--- src/rtl/if_id_stage_ctrl_pkg.sv ---
// if_id_stage_ctrl_pkg
//   Shared pipeline defines: opcode constants, register-file address width,
//   IF/ID control action encoding, the NOP word and the action priority helper.
package if_id_stage_ctrl_pkg;

  localparam int REG_FILE_ADDR_LEN = 5;

  localparam logic [6:0] OP_LOAD   = 7'b0000011;
  localparam logic [6:0] OP_STORE  = 7'b0100011;
  localparam logic [6:0] OP_BRANCH = 7'b1100011;
  localparam logic [6:0] OP_ALU    = 7'b0110011;
  localparam logic [6:0] OP_ALUI   = 7'b0010011;

  // All-zero word is what IF/ID carries as a bubble.
  localparam logic [31:0] NOP_INSTR = 32'h0000_0000;

  typedef enum logic [1:0] {
    CTRL_RUN    = 2'd0,
    CTRL_STALL  = 2'd1,
    CTRL_FLUSH  = 2'd2,
    CTRL_FREEZE = 2'd3
  } ctrl_state_t;

  // Freeze beats flush beats stall beats run.
  function automatic ctrl_state_t next_action(input logic mem_busy,
                                              input logic flush_req,
                                              input logic hazard);
    if (mem_busy)       return CTRL_FREEZE;
    else if (flush_req) return CTRL_FLUSH;
    else if (hazard)    return CTRL_STALL;
    else                return CTRL_RUN;
  endfunction

endpackage

--- src/rtl/sat_counter16.sv ---
// sat_counter16
//   16-bit event counter that increments when inc is high and sticks at 0xFFFF.
//   Ports: clk, rst_n (async active-low), inc, count[15:0].
module sat_counter16 (
  input  logic        clk,
  input  logic        rst_n,
  input  logic        inc,
  output logic [15:0] count
);

  always_ff @(posedge clk or negedge rst_n) begin
    if (!rst_n) begin
      count <= '0;
    end else if (inc && (count != 16'hFFFF)) begin
      count <= count + 16'd1;
    end
  end

endmodule

--- src/rtl/if_id_stage_ctrl.sv ---
// if_id_stage_ctrl
//   IF/ID pipeline register with its hazard, branch-flush and memory-freeze
//   control, event counters and a consecutive-stall watchdog.
//   Inputs : clk, rst_n, pc_in, instr_in, hazard_detected, branch_taken, mem_busy
//   Outputs: pc_out, instr_out, valid_out (registered IF/ID contents)
//            pc_write_en, id_ex_bubble (combinational control)
//            ctrl_state, stall_count, flush_count, stall_timeout (registered status)
//
//   state  | meaning
//   RUN    | IF/ID loads the fetched word, PC advances
//   STALL  | IF/ID and PC hold, bubble into ID/EX
//   FLUSH  | IF/ID loads a NOP, PC advances to the redirect target, bubble into ID/EX
//   FREEZE | everything holds while data memory is busy
module if_id_stage_ctrl
  import if_id_stage_ctrl_pkg::*;
#(
  parameter int PC_LEN      = 32,
  parameter int INSTR_LEN   = 32,
  parameter int STALL_LIMIT = 8
) (
  input  logic                 clk,
  input  logic                 rst_n,
  input  logic [PC_LEN-1:0]    pc_in,
  input  logic [INSTR_LEN-1:0] instr_in,
  input  logic                 hazard_detected,
  input  logic                 branch_taken,
  input  logic                 mem_busy,
  output logic [PC_LEN-1:0]    pc_out,
  output logic [INSTR_LEN-1:0] instr_out,
  output logic                 valid_out,
  output logic                 pc_write_en,
  output logic                 id_ex_bubble,
  output logic [1:0]           ctrl_state,
  output logic [15:0]          stall_count,
  output logic [15:0]          flush_count,
  output logic                 stall_timeout
);

  localparam int CW = $clog2(STALL_LIMIT + 1);
  localparam logic [CW-1:0] LIMIT      = CW'(STALL_LIMIT);
  localparam logic [CW-1:0] LIMIT_M1   = CW'(STALL_LIMIT - 1);
  localparam logic [INSTR_LEN-1:0] NOP = INSTR_LEN'(NOP_INSTR);

  ctrl_state_t   act;
  ctrl_state_t   state_q;
  logic          pending_flush;
  logic [CW-1:0] consec;

  // A branch seen during a freeze is remembered so the flush is not lost.
  assign act          = next_action(mem_busy, branch_taken | pending_flush, hazard_detected);
  assign pc_write_en  = (act == CTRL_RUN) || (act == CTRL_FLUSH);
  assign id_ex_bubble = (act == CTRL_FLUSH) || (act == CTRL_STALL);
  assign ctrl_state   = state_q;

  always_ff @(posedge clk or negedge rst_n) begin
    if (!rst_n) begin
      state_q       <= CTRL_RUN;
      pc_out        <= '0;
      instr_out     <= '0;
      valid_out     <= 1'b0;
      pending_flush <= 1'b0;
      consec        <= '0;
      stall_timeout <= 1'b0;
    end else begin
      state_q <= act;
      case (act)
        CTRL_FREEZE: begin
          // Consecutive-stall count holds across a freeze.
          if (branch_taken) pending_flush <= 1'b1;
        end
        CTRL_FLUSH: begin
          pc_out        <= pc_in;
          instr_out     <= NOP;
          valid_out     <= 1'b0;
          pending_flush <= 1'b0;
          consec        <= '0;
        end
        CTRL_STALL: begin
          if (consec != LIMIT) consec <= consec + CW'(1);
          if (consec >= LIMIT_M1) stall_timeout <= 1'b1;
        end
        default: begin
          pc_out    <= pc_in;
          instr_out <= instr_in;
          valid_out <= 1'b1;
          consec    <= '0;
        end
      endcase
    end
  end

  sat_counter16 u_stall_cnt (
    .clk   (clk),
    .rst_n (rst_n),
    .inc   (act == CTRL_STALL),
    .count (stall_count)
  );

  sat_counter16 u_flush_cnt (
    .clk   (clk),
    .rst_n (rst_n),
    .inc   (act == CTRL_FLUSH),
    .count (flush_count)
  );

endmodule

--- config.mk ---
export PLATFORM = sky130hd
export DESIGN_NAME = if_id_stage_ctrl
export DESIGN_NICKNAME = d
export VERILOG_FILES = /design/src/rtl/if_id_stage_ctrl_pkg.sv /design/src/rtl/sat_counter16.sv /design/src/rtl/if_id_stage_ctrl.sv
export SDC_FILE = /design/constraint.sdc
export NUM_CORES = 1
export LEC_CHECK = 0
export ABC_AREA = 1
export BUFFER_PORTS_ARGS = -buffer_cell sky130_fd_sc_hd__buf_2
export CAP_MARGIN = 20
export CORE_UTILIZATION = 45
export CTS_CLUSTER_SIZE = 40
export DETAILED_ROUTE_END_ITERATION = 16
export PLACE_DENSITY = 0.8
export SETUP_SLACK_MARGIN = 0.05
export SYNTH_ARGS = -nofsm -noshare
export SYNTH_HDL_FRONTEND = slang
export SYNTH_SLANG_ARGS = --single-unit
--- constraint.sdc ---
create_clock -name clk -period 2.3 [get_ports clk]
set_clock_uncertainty 0.15 [all_clocks]
set_input_delay 0.115 -clock clk [delete_from_list [all_inputs] [get_ports clk]]
set_output_delay 0.115 -clock clk [all_outputs]
set_load 0.05 [all_outputs]
==> reports/summary.txt, run 1 <==
Synth Instances - 609
core area - 10,400 um2
area occupied by registers - 2630 um2
Final WS setup - 0.228 ns
synthesized flop and latch total - 105
largest cells by area after synthesis - dfrtp_1 (54%), nand2_1 (21%), nand3_1 (5.5%), inv_1 (3.5%), nor2_1 (2.3%)
fmax - 0.483 GHz
row count - 37
most frequent cells in the layout - nand2_1 (276), buf_2 (169), dfrtp_1 (105)
CP max stage delay - 0.53 ns
GR Util All Layers - 23.6%
Buf/Inv on CP - 3
worst-margin pin slew - 0.694 ns
PwrDens - 792 nW/um2
most common cell after layout, fill and taps aside - nand2_1
Worst VDD drop - 631 uV
leading area contributor after synthesis - dfrtp_1
first-pass GRT wire length - 21.2 mm
Sink Count - 105
clock-pin slew on the worst setup and hold paths - 0.11 ns
die height - 106 um
Max Slew Vio Count - 0
sequential share of the synthesized area - 54.0%
pre-CTS WS - 0.246 ns
Pleak - 3.65 nW
crit start category - input port
Syn Area/Cell - 7.99 um2
die area - 11,200 um2
via count of the first global-routing pass - 4,564
DR WL/cell - 13.2 um
gpl congestion - 0.802
later-pin clock latency in the skew report - 0.36 ns
crit-path cells - dlygate4sd3_1 -> buf_2 -> nor3_1 -> ha_1 -> inv_1 -> nor2_1 -> nand2_1 -> o21ai_1
Setup Buffers After CTS - 0
# port buffers - 170
Worst setup EP type - flop
Die W - 106 um
Netlist Area Pre-Place - 4860 um2
Critical-path top delay cell - dlygate4sd3_1
Routed WL - 13.0 mm
period utilization - 90.1%
Core Util, Final - 65.0%
number of setup violations in the final report - 0
Critical Path RT - 2.45 ns
pin count of the biggest net entering global routing - 67
DR vias - 4,813
CTS Buf Count - 9
layout cells sized above 1 - 25.4%
clock root cell - clkbuf_8
Final Hold Viols - 0
Setup TNS Final - 0 ns
Max-Cap Viols - 0
Hold WC Path Type - in2reg
Critical Path AT - 2.22 ns
Syn Nets - 684
TritonCTS clock tree - done
DR iter-0 viols - 284
Area Growth Syn to Fin - 39.2%
nets@finish - 923
initial antenna violation count - 0
DRC violations left - 0
gr ovfl total - 0
Initial Util - 46.7%
Slew HR - 53.7%
Crit path max-delay family - buffers and inverters
H-tree Lvls - 3
IO Pins - 171
crit-path max FO - 8
post-route design area - 6770 um2
unrepaired setup endpoints after global routing - yes
status - complete, no violations
Max Root-Sink Buffers - 2
n_diodes - 0
TritonRoute pass-1 iters - 4
Yosys Warn Count - 0
DP HPWL - 8.22 mm
Tmin final - 2.07 ns
CP Class - in2reg
dpl cell area - 5890 um2
Cell variety after synth - 26
vias per cell - 4.87
filler instances - 857
multi-input logic area - 1980 um2
Final ANT Viol Nets - 0
Yosys top cell area share - 54.0%
## routing by layer
metal	routed length [um]	GRT usage (%)
met5	0	0
met4	229	7.54
met3	704	3.74
met2	6560	41.7
met1	5520	29.5
## what timing repair did
item / 4_1_cts / 5_1_grt
hold endpoints to repair: 107 / 0
hold buffers: 67 / 0
endpoints found under the setup margin: 0 / 3
resized for setup: 0 / 1
## cells in the mapped netlist (all sizes together)
cell and n:
xor2 2, nand2 284, buf 13, clkbuf 5
o21ai 17, o211ai 1, or2 1, nor2 37
a21oi 5, nand4 17, inv 48, nand3b 3
a31oi 1, nor3 5, nand3 53, xnor2 6
ha 6, dfrtp 105
## power by group
| group | switching (mW) | internal [mW] | total [mW] |
|---|---|---|---|
| sequential | 0.212 | 2.09 | 2.30 |
| clock | 0.679 | 0.525 | 1.20 |
| combinational | 1.38 | 0.480 | 1.86 |
## kinds of logic after synthesis
group	count (synthesis)	synth area share [%]
and+or+nand+nor	400	34.8
DFF	105	54.0
buffers and inverters	66	5.51
AOI/OAI and AO/OA	24	2.68
xor gates and xnor gates	8	1.44
adders and majority gates	6	1.54
## registers in the layout, summed over array words and instances, names as in the netlist
name,count
stall_timeout,1
u_stall_cnt.count,16
pending_flush,1
pc_out,32
consec,4
u_flush_cnt.count,16
ctrl_state,2
valid_out,1
instr_out,32
## tightest hold or removal path, stage by stage
cell and delay (ns):
buf_2 0.12, inv_1 0.09, o211ai_1 0.11, a21oi_1 0.07
## area by class of cell
type	instances	share of cell area, %
sequential	105	38.8
multi-input combinational	438	29.2
timing repair buffer	246	23.7
inverter	48	2.66
tap	136	2.51
clock buffer	9	1.83
clock inverter	7	1.26
## through the flow
stage | hold WS (ns) | instances | power [mW]
after floorplan | -0.331 | 609 | 3.60
after global placement | 0.00866 | 906 | 4.07
after detailed placement | 0.00926 | 906 | 4.09
after CTS | 0.00497 | 989 | 5.40
after global routing | 0.0777 | 989 | 5.64
final | 0.0507 | 989 | 5.36
## final timing paths
kind                          startpoint                    to  slack, ns  cells after the start
max                         branch_taken  u_stall_cnt.count[7]       0.23                      8
min                             mem_busy             consec[2]       0.05                      4
max reg2reg                pending_flush  u_stall_cnt.count[7]       0.23                      6
min reg2reg                   pc_out[26]            pc_out[26]       0.33                      2
max in group asynchronous          rst_n         instr_out[24]       1.19                      3
min in group asynchronous          rst_n  u_stall_cnt.count[6]       0.13                      2
No activity file was read; power rests on OpenSTA's default activity.
==> inputs of run 2 (changes only) <==
==> constraint.sdc (replaced) <==
create_clock -name clk -period 2.3 [get_ports clk]
set_clock_uncertainty 0.15 [all_clocks]
set_input_delay 0.69 -clock clk [delete_from_list [all_inputs] [get_ports clk]]
set_output_delay 0.69 -clock clk [all_outputs]
set_load 0.05 [all_outputs]
==> run 2 against run 1 <==
The flow now finishes with violations (setup timing). Sequential power about the same. Critical path depth decreased by 1. Via count decreased by 6.5%. Combinational power decreased by 3%. Register-to-register slack improved by 0.20 ns. Design area decreased by 7.5%. Routed wire length decreased by 7.5%. Non-clock buffer count decreased by 56. Worst hold slack improved by 0.058 ns. First-iteration DRC count decreased by 27%. Critical endpoint is now id_ex_bubble. Largest cell class unchanged.
==> reports/summary.txt, run 2 (synthesis gave the netlist of run 1 again) <==
status - finished with violations
failing checks - setup timing
row count - 37 (unchanged)
Final WS setup - -0.0705 ns (-0.298 ns)
Hold WC Path Type - in2async
clock-pin slew on the worst setup and hold paths - 0.10 ns (about the same)
layout cells sized above 1 - 29.4% (+3.9 points)
GR Util All Layers - 22.5% (-1.1 points)
IO Pins - 171 (unchanged)
most common cell after layout, fill and taps aside - nand2_1
met2 WL - 5.68 mm (-13%)
pin count of the biggest net entering global routing - 67 (unchanged)
unrepaired setup endpoints after global routing - yes
TritonRoute pass-1 iters - 4 (unchanged)
core area - 10,400 um2 (unchanged)
DR vias - 4,500 (-6.5%)
pre-CTS WS - -0.239 ns (-0.485 ns)
# hold bufs at CTS - 0 (-100%)
Slew HR - 54.6% (+0.83 points)
first-pass GRT wire length - 20.0 mm (-5.9%)
DRC violations left - 0 (unchanged)
crit-path cells - buf_12 -> inv_12 -> a31oi_4 -> inv_2 -> ha_4 -> clkinvlp_4 -> buf_8
Core Util, Final - 60.2% (-4.9 points)
Sink Count - 105 (unchanged)
Max Root-Sink Buffers - 2 (unchanged)
wire length on met3 - 549 um (-22%)
Initial Util - 46.7% (unchanged)
initial antenna violation count - 0 (unchanged)
non-filler cells, final - 933 (-5.7%)
H-tree Lvls - 3 (unchanged)
later-pin clock latency in the skew report - 0.36 ns (about the same)
Max-Cap Viols - 0 (unchanged)
period utilization - 103% (+13 points)
gr ovfl total - 0 (unchanged)
# port buffers - 170 (unchanged)
via count of the first global-routing pass - 4,309 (-5.6%)
nets@finish - 867 (-6.1%)
Pleak - 3.45 nW (-5.7%)
PwrDens - 837 nW/um2 (+5.6%)
met1 WL - 5.47 mm (-0.94%)
TritonCTS clock tree - done
number of setup violations in the final report - 1 (+1)
Critical Path AT - 1.53 ns (-0.69 ns)
Critical Path RT - 1.46 ns (-0.99 ns)
die area - 11,200 um2 (unchanged)
Area Growth Syn to Fin - 28.8%
Final Hold Viols - 0 (unchanged)
DP Cell Count - 916 (+1.1%)
crit-path max FO - 3 (-5)
Routed WL - 12.0 mm (-7.5%)
clock root cell - clkbuf_8
Tmin final - 2.37 ns (+0.298 ns)
CP Class - in2out
DR WL/cell - 12.9 um (-1.9%)
Critical-path top delay cell - ha_4
filler instances - 987 (+15%)
crit start category - input port
Final ANT Viol Nets - 0 (unchanged)
fmax - 0.422 GHz (-13%)
gpl congestion - 0.879 (+9.6%)
worst-margin pin slew - 0.681 ns (-0.0125 ns)
DP HPWL - 8.78 mm (+6.9%)
Power Total - 5.24 mW (-2.3%)
Worst setup EP type - output port
CP max stage delay - 0.27 ns (-0.26 ns)
CTS Buf Count - 9 (unchanged)
Worst VDD drop - 412 uV (-35%)
Top Registers - instr_out (32), pc_out (32)
most frequent cells in the layout - nand2_1 (276), buf_2 (164), dfrtp_1 (105)
DR iter-0 viols - 206 (-27%)
n_diodes - 0 (unchanged)
Max Slew Vio Count - 0 (unchanged)
Highest Signal Layer - met4
vias per cell - 4.82 (-0.89%)
Die W - 106 um (unchanged)
die height - 106 um (unchanged)
-- run 2: final timing paths --
check | start | end | slack (ns) | depth (start not counted)
max | branch_taken | id_ex_bubble | -0.07 | 7
max in group asynchronous | rst_n | u_flush_cnt.count[12] | 1.31 | 2
max reg2reg | u_stall_cnt.count[0] | u_stall_cnt.count[9] | 0.43 | 9
min reg2reg | pc_out[27] | pc_out[27] | 0.32 | 2
min | rst_n | instr_out[20] | 0.11 | 1
min in group clk | pc_out[27] | pc_out[27] | 0.32 | 2
-- run 2: timing repair --
action | in CTS | in global routing
setup endpoints to repair | 2 | 2
setup buffers | 2 | 0
endpoints found under the hold margin | 0 | 0
resized for setup | 12 | 1
pin swaps | 2 | 0
-- run 2: critical path: cells and delay by family --
kind / cells / cell delay (ns)
buf+inv: 5 / 0.42
fa+ha+maj: 1 / 0.27
compound gates: 1 / 0.15
-- run 2: layout make-up --
class                           instances  area [um2]  area share (%)
Tap cell                              136         170            2.72
Timing Repair Buffer                  190        1070            17.1
Clock inverter                          6        66.3            1.06
Inverter                               48         196            3.13
Clock buffer                           10         128            2.04
Multi-Input combinational cell        438        2010            32.0
Sequential cell                       105        2630            41.9
-- run 2: per-stage QoR --
step	instance area, um2	hold slack [ns]	TNS (ns)
floorplan	4940	0.244	-0.564
global placement	6020	0.300	-0.367
detailed placement	6020	0.307	-0.954
CTS	6270	0.100	-0.0676
global route	6270	0.112	-0.125
finish	6270	0.108	-0.0705
-- run 2: report_power, final --
part | internal [mW] | switching [mW] | leakage [nW] | total (mW)
combinational | 0.442 | 1.36 | 2.02 | 1.80
sequential | 2.09 | 0.217 | 1.33 | 2.30
clock | 0.511 | 0.622 | 0.101 | 1.13
-- run 2: layer usage --
| metal | up-vias | global-route usage (%) |
|---|---|---|
| met2 | 138 | 36.6 |
| met1 | 2051 | 30.0 |
| met4 | 0 | 9.62 |
| li1 | 2281 | - |
| met3 | 30 | 3.49 |
| met5 | - | 0 |
==> inputs of run 3 (changes only) <==
--- a/config.mk
+++ b/config.mk
@@ -11,6 +11,7 @@
 export CORE_UTILIZATION = 45
 export CTS_CLUSTER_SIZE = 40
 export DETAILED_ROUTE_END_ITERATION = 16
+export MAX_ROUTING_LAYER = met4
 export PLACE_DENSITY = 0.8
 export SETUP_SLACK_MARGIN = 0.05
 export SYNTH_ARGS = -nofsm -noshare
==> run 3 against run 2 <==
The run still ends with setup timing left. Non-clock buffer count stayed put. Combinational power hardly changed. Setup slack about the same. Total power shrank 0.11%. Sequential share of layout area unchanged.
==> reports/summary.txt, run 3 (synthesis gave the netlist of run 1 again) <==
PwrDens - 836 nW/um2 (-0.11%)
GR Util All Layers - 23.1% (+0.64 points)
failing checks - setup timing
via count of the first global-routing pass - 4,313 (+0.093%)
Setup TNS Final - -0.0701 ns (+0.000473 ns)
Top Registers - instr_out (32), pc_out (32)
core area - 10,400 um2 (unchanged)
row count - 37 (unchanged)
die area - 11,200 um2 (unchanged)
DR WL/cell - 12.9 um (-0.23%)
Hold WC Path Type - in2async
post-route design area - 6270 um2 (unchanged)
IO Pins - 171 (unchanged)
DR vias - 4,489 (-0.24%)
dpl cell area - 6020 um2 (unchanged)
Final ANT Viol Nets - 0 (unchanged)
first-pass GRT wire length - 20.0 mm (about the same)
Pleak - 3.45 nW (unchanged)
Max-Cap Viols - 0 (unchanged)
vias per cell - 4.81 (-0.24%)
Slew HR - 55.0% (+0.43 points)
Area Growth Syn to Fin - 28.8% (unchanged)
unrepaired setup endpoints after global routing - yes
n_diodes - 0 (unchanged)
layout cells sized above 1 - 29.4% (unchanged)
Tmin final - 2.37 ns (-0.000473 ns)
Sink Count - 105 (unchanged)
Die W - 106 um (unchanged)
clock-pin slew on the worst setup and hold paths - 0.10 ns (about the same)
Final Hold Viols - 0 (unchanged)
initial antenna violation count - 0 (unchanged)
TritonRoute pass-1 iters - 4 (unchanged)
area occupied by registers - 2630 um2 (unchanged)
Critical-path top delay cell - ha_4
DP HPWL - 8.78 mm (unchanged)
pre-CTS WS - -0.239 ns (unchanged)
Critical Path AT - 1.53 ns (about the same)
Worst VDD drop - 412 uV (-0.16%)
Worst Reg2Reg Path Length in Cells - 9 (unchanged)
CP max stage delay - 0.27 ns (about the same)
most frequent cells in the layout - nand2_1 (276), buf_2 (164), dfrtp_1 (105)
# port buffers - 170 (unchanged)
Initial Util - 46.7% (unchanged)
H-tree Lvls - 3 (unchanged)
Crit path max-delay family - buffers and inverters
later-pin clock latency in the skew report - 0.36 ns (about the same)
gr ovfl total - 0 (unchanged)
crit-path cells - buf_12 -> inv_12 -> a31oi_4 -> inv_2 -> ha_4 -> clkinvlp_4 -> buf_8
pin count of the biggest net entering global routing - 67 (unchanged)
Crit path depth - 7 (unchanged)
crit start category - input port
Final WS setup - -0.0701 ns (+0.000473 ns)
DP Cell Count - 916 (unchanged)
Max Slew Vio Count - 0 (unchanged)
filler instances - 987 (unchanged)
gpl congestion - 0.893 (+1.6%)
TritonCTS clock tree - done
Worst setup EP type - output port
# hold bufs at CTS - 0 (unchanged)
worst-margin pin slew - 0.675 ns (-0.00645 ns)
die height - 106 um (unchanged)
DRC violations left - 0 (unchanged)
Critical Path RT - 1.46 ns (about the same)
DR iter-0 viols - 188 (-8.7%)
CTS Buf Count - 9 (unchanged)
non-filler cells, final - 933 (unchanged)
fmax - 0.422 GHz (about the same)
nets@finish - 867 (unchanged)
Buf/Inv on CP - 5 (unchanged)
multi-input logic area - 2010 um2 (unchanged)
clock root cell - clkbuf_8
status - finished with violations
Max Root-Sink Buffers - 2 (unchanged)
Routed WL - 12.0 mm (-0.23%)
CP Class - in2out
Fin Hold WS - 0.110 ns (+0.00141 ns)
number of setup violations in the final report - 1 (unchanged)
most common cell after layout, fill and taps aside - nand2_1
period utilization - 103% (about the same)
crit-path max FO - 3 (unchanged)
[run 3: cell counts in the layout (fill, tap and decap cells not counted)]
No cell type changed its count.
[run 3: what timing repair did]
item,in CTS,in global routing
setup endpoints to repair,2,2
gates cloned,0,0
resized for setup,12,1
pin swaps,2,0
buffers inserted,2,0
[run 3: where the power goes]
part | total [mW] | switching (mW) | internal, mW
Sequential | 2.30 | 0.215 | 2.09
Combinational | 1.80 | 1.36 | 0.442
Clock | 1.13 | 0.620 | 0.511
[run 3: layer usage]
layer | global-route usage (%) | part of all wire, % | vias to the layer above | wire length [um]
met5 | - | 0 | - | 0
met4 | 9.62 | 2.3 | 0 | 272
met3 | 3.31 | 4.7 | 22 | 560
met2 | 36.6 | 48 | 140 | 5770
met1 | 30.1 | 45 | 2047 | 5410
li1 | - | - | 2280 | -
[run 3: area by class of cell]
cell class	instances	area share (%)
flip-flops and latches	105	41.9
multi-input cells	438	32.0
repair buffers	190	17.1
inverters	48	3.13
well taps	136	2.72
clock buffers	10	2.04
clock inverters	6	1.06
[run 3: through the flow]
stage / utilization (%) / total power [mW]
after floorplan: - / 3.62
after global placement: 57.8 / 4.10
after detailed placement: 57.8 / 4.13
after CTS: 60.2 / 5.30
after global routing: 60.2 / 5.53
final: 60.2 / 5.24
[run 3: final timing paths]
path | endpoint | startpoint | slack (ns)
max reg2reg | u_stall_cnt.count[9] | u_stall_cnt.count[0] | 0.43
min in group clk | pc_out[27] | pc_out[27] | 0.32
min reg2reg | pc_out[27] | pc_out[27] | 0.32
max | id_ex_bubble | branch_taken | -0.07
max in group asynchronous | u_flush_cnt.count[12] | rst_n | 1.31
min | instr_out[16] | rst_n | 0.11
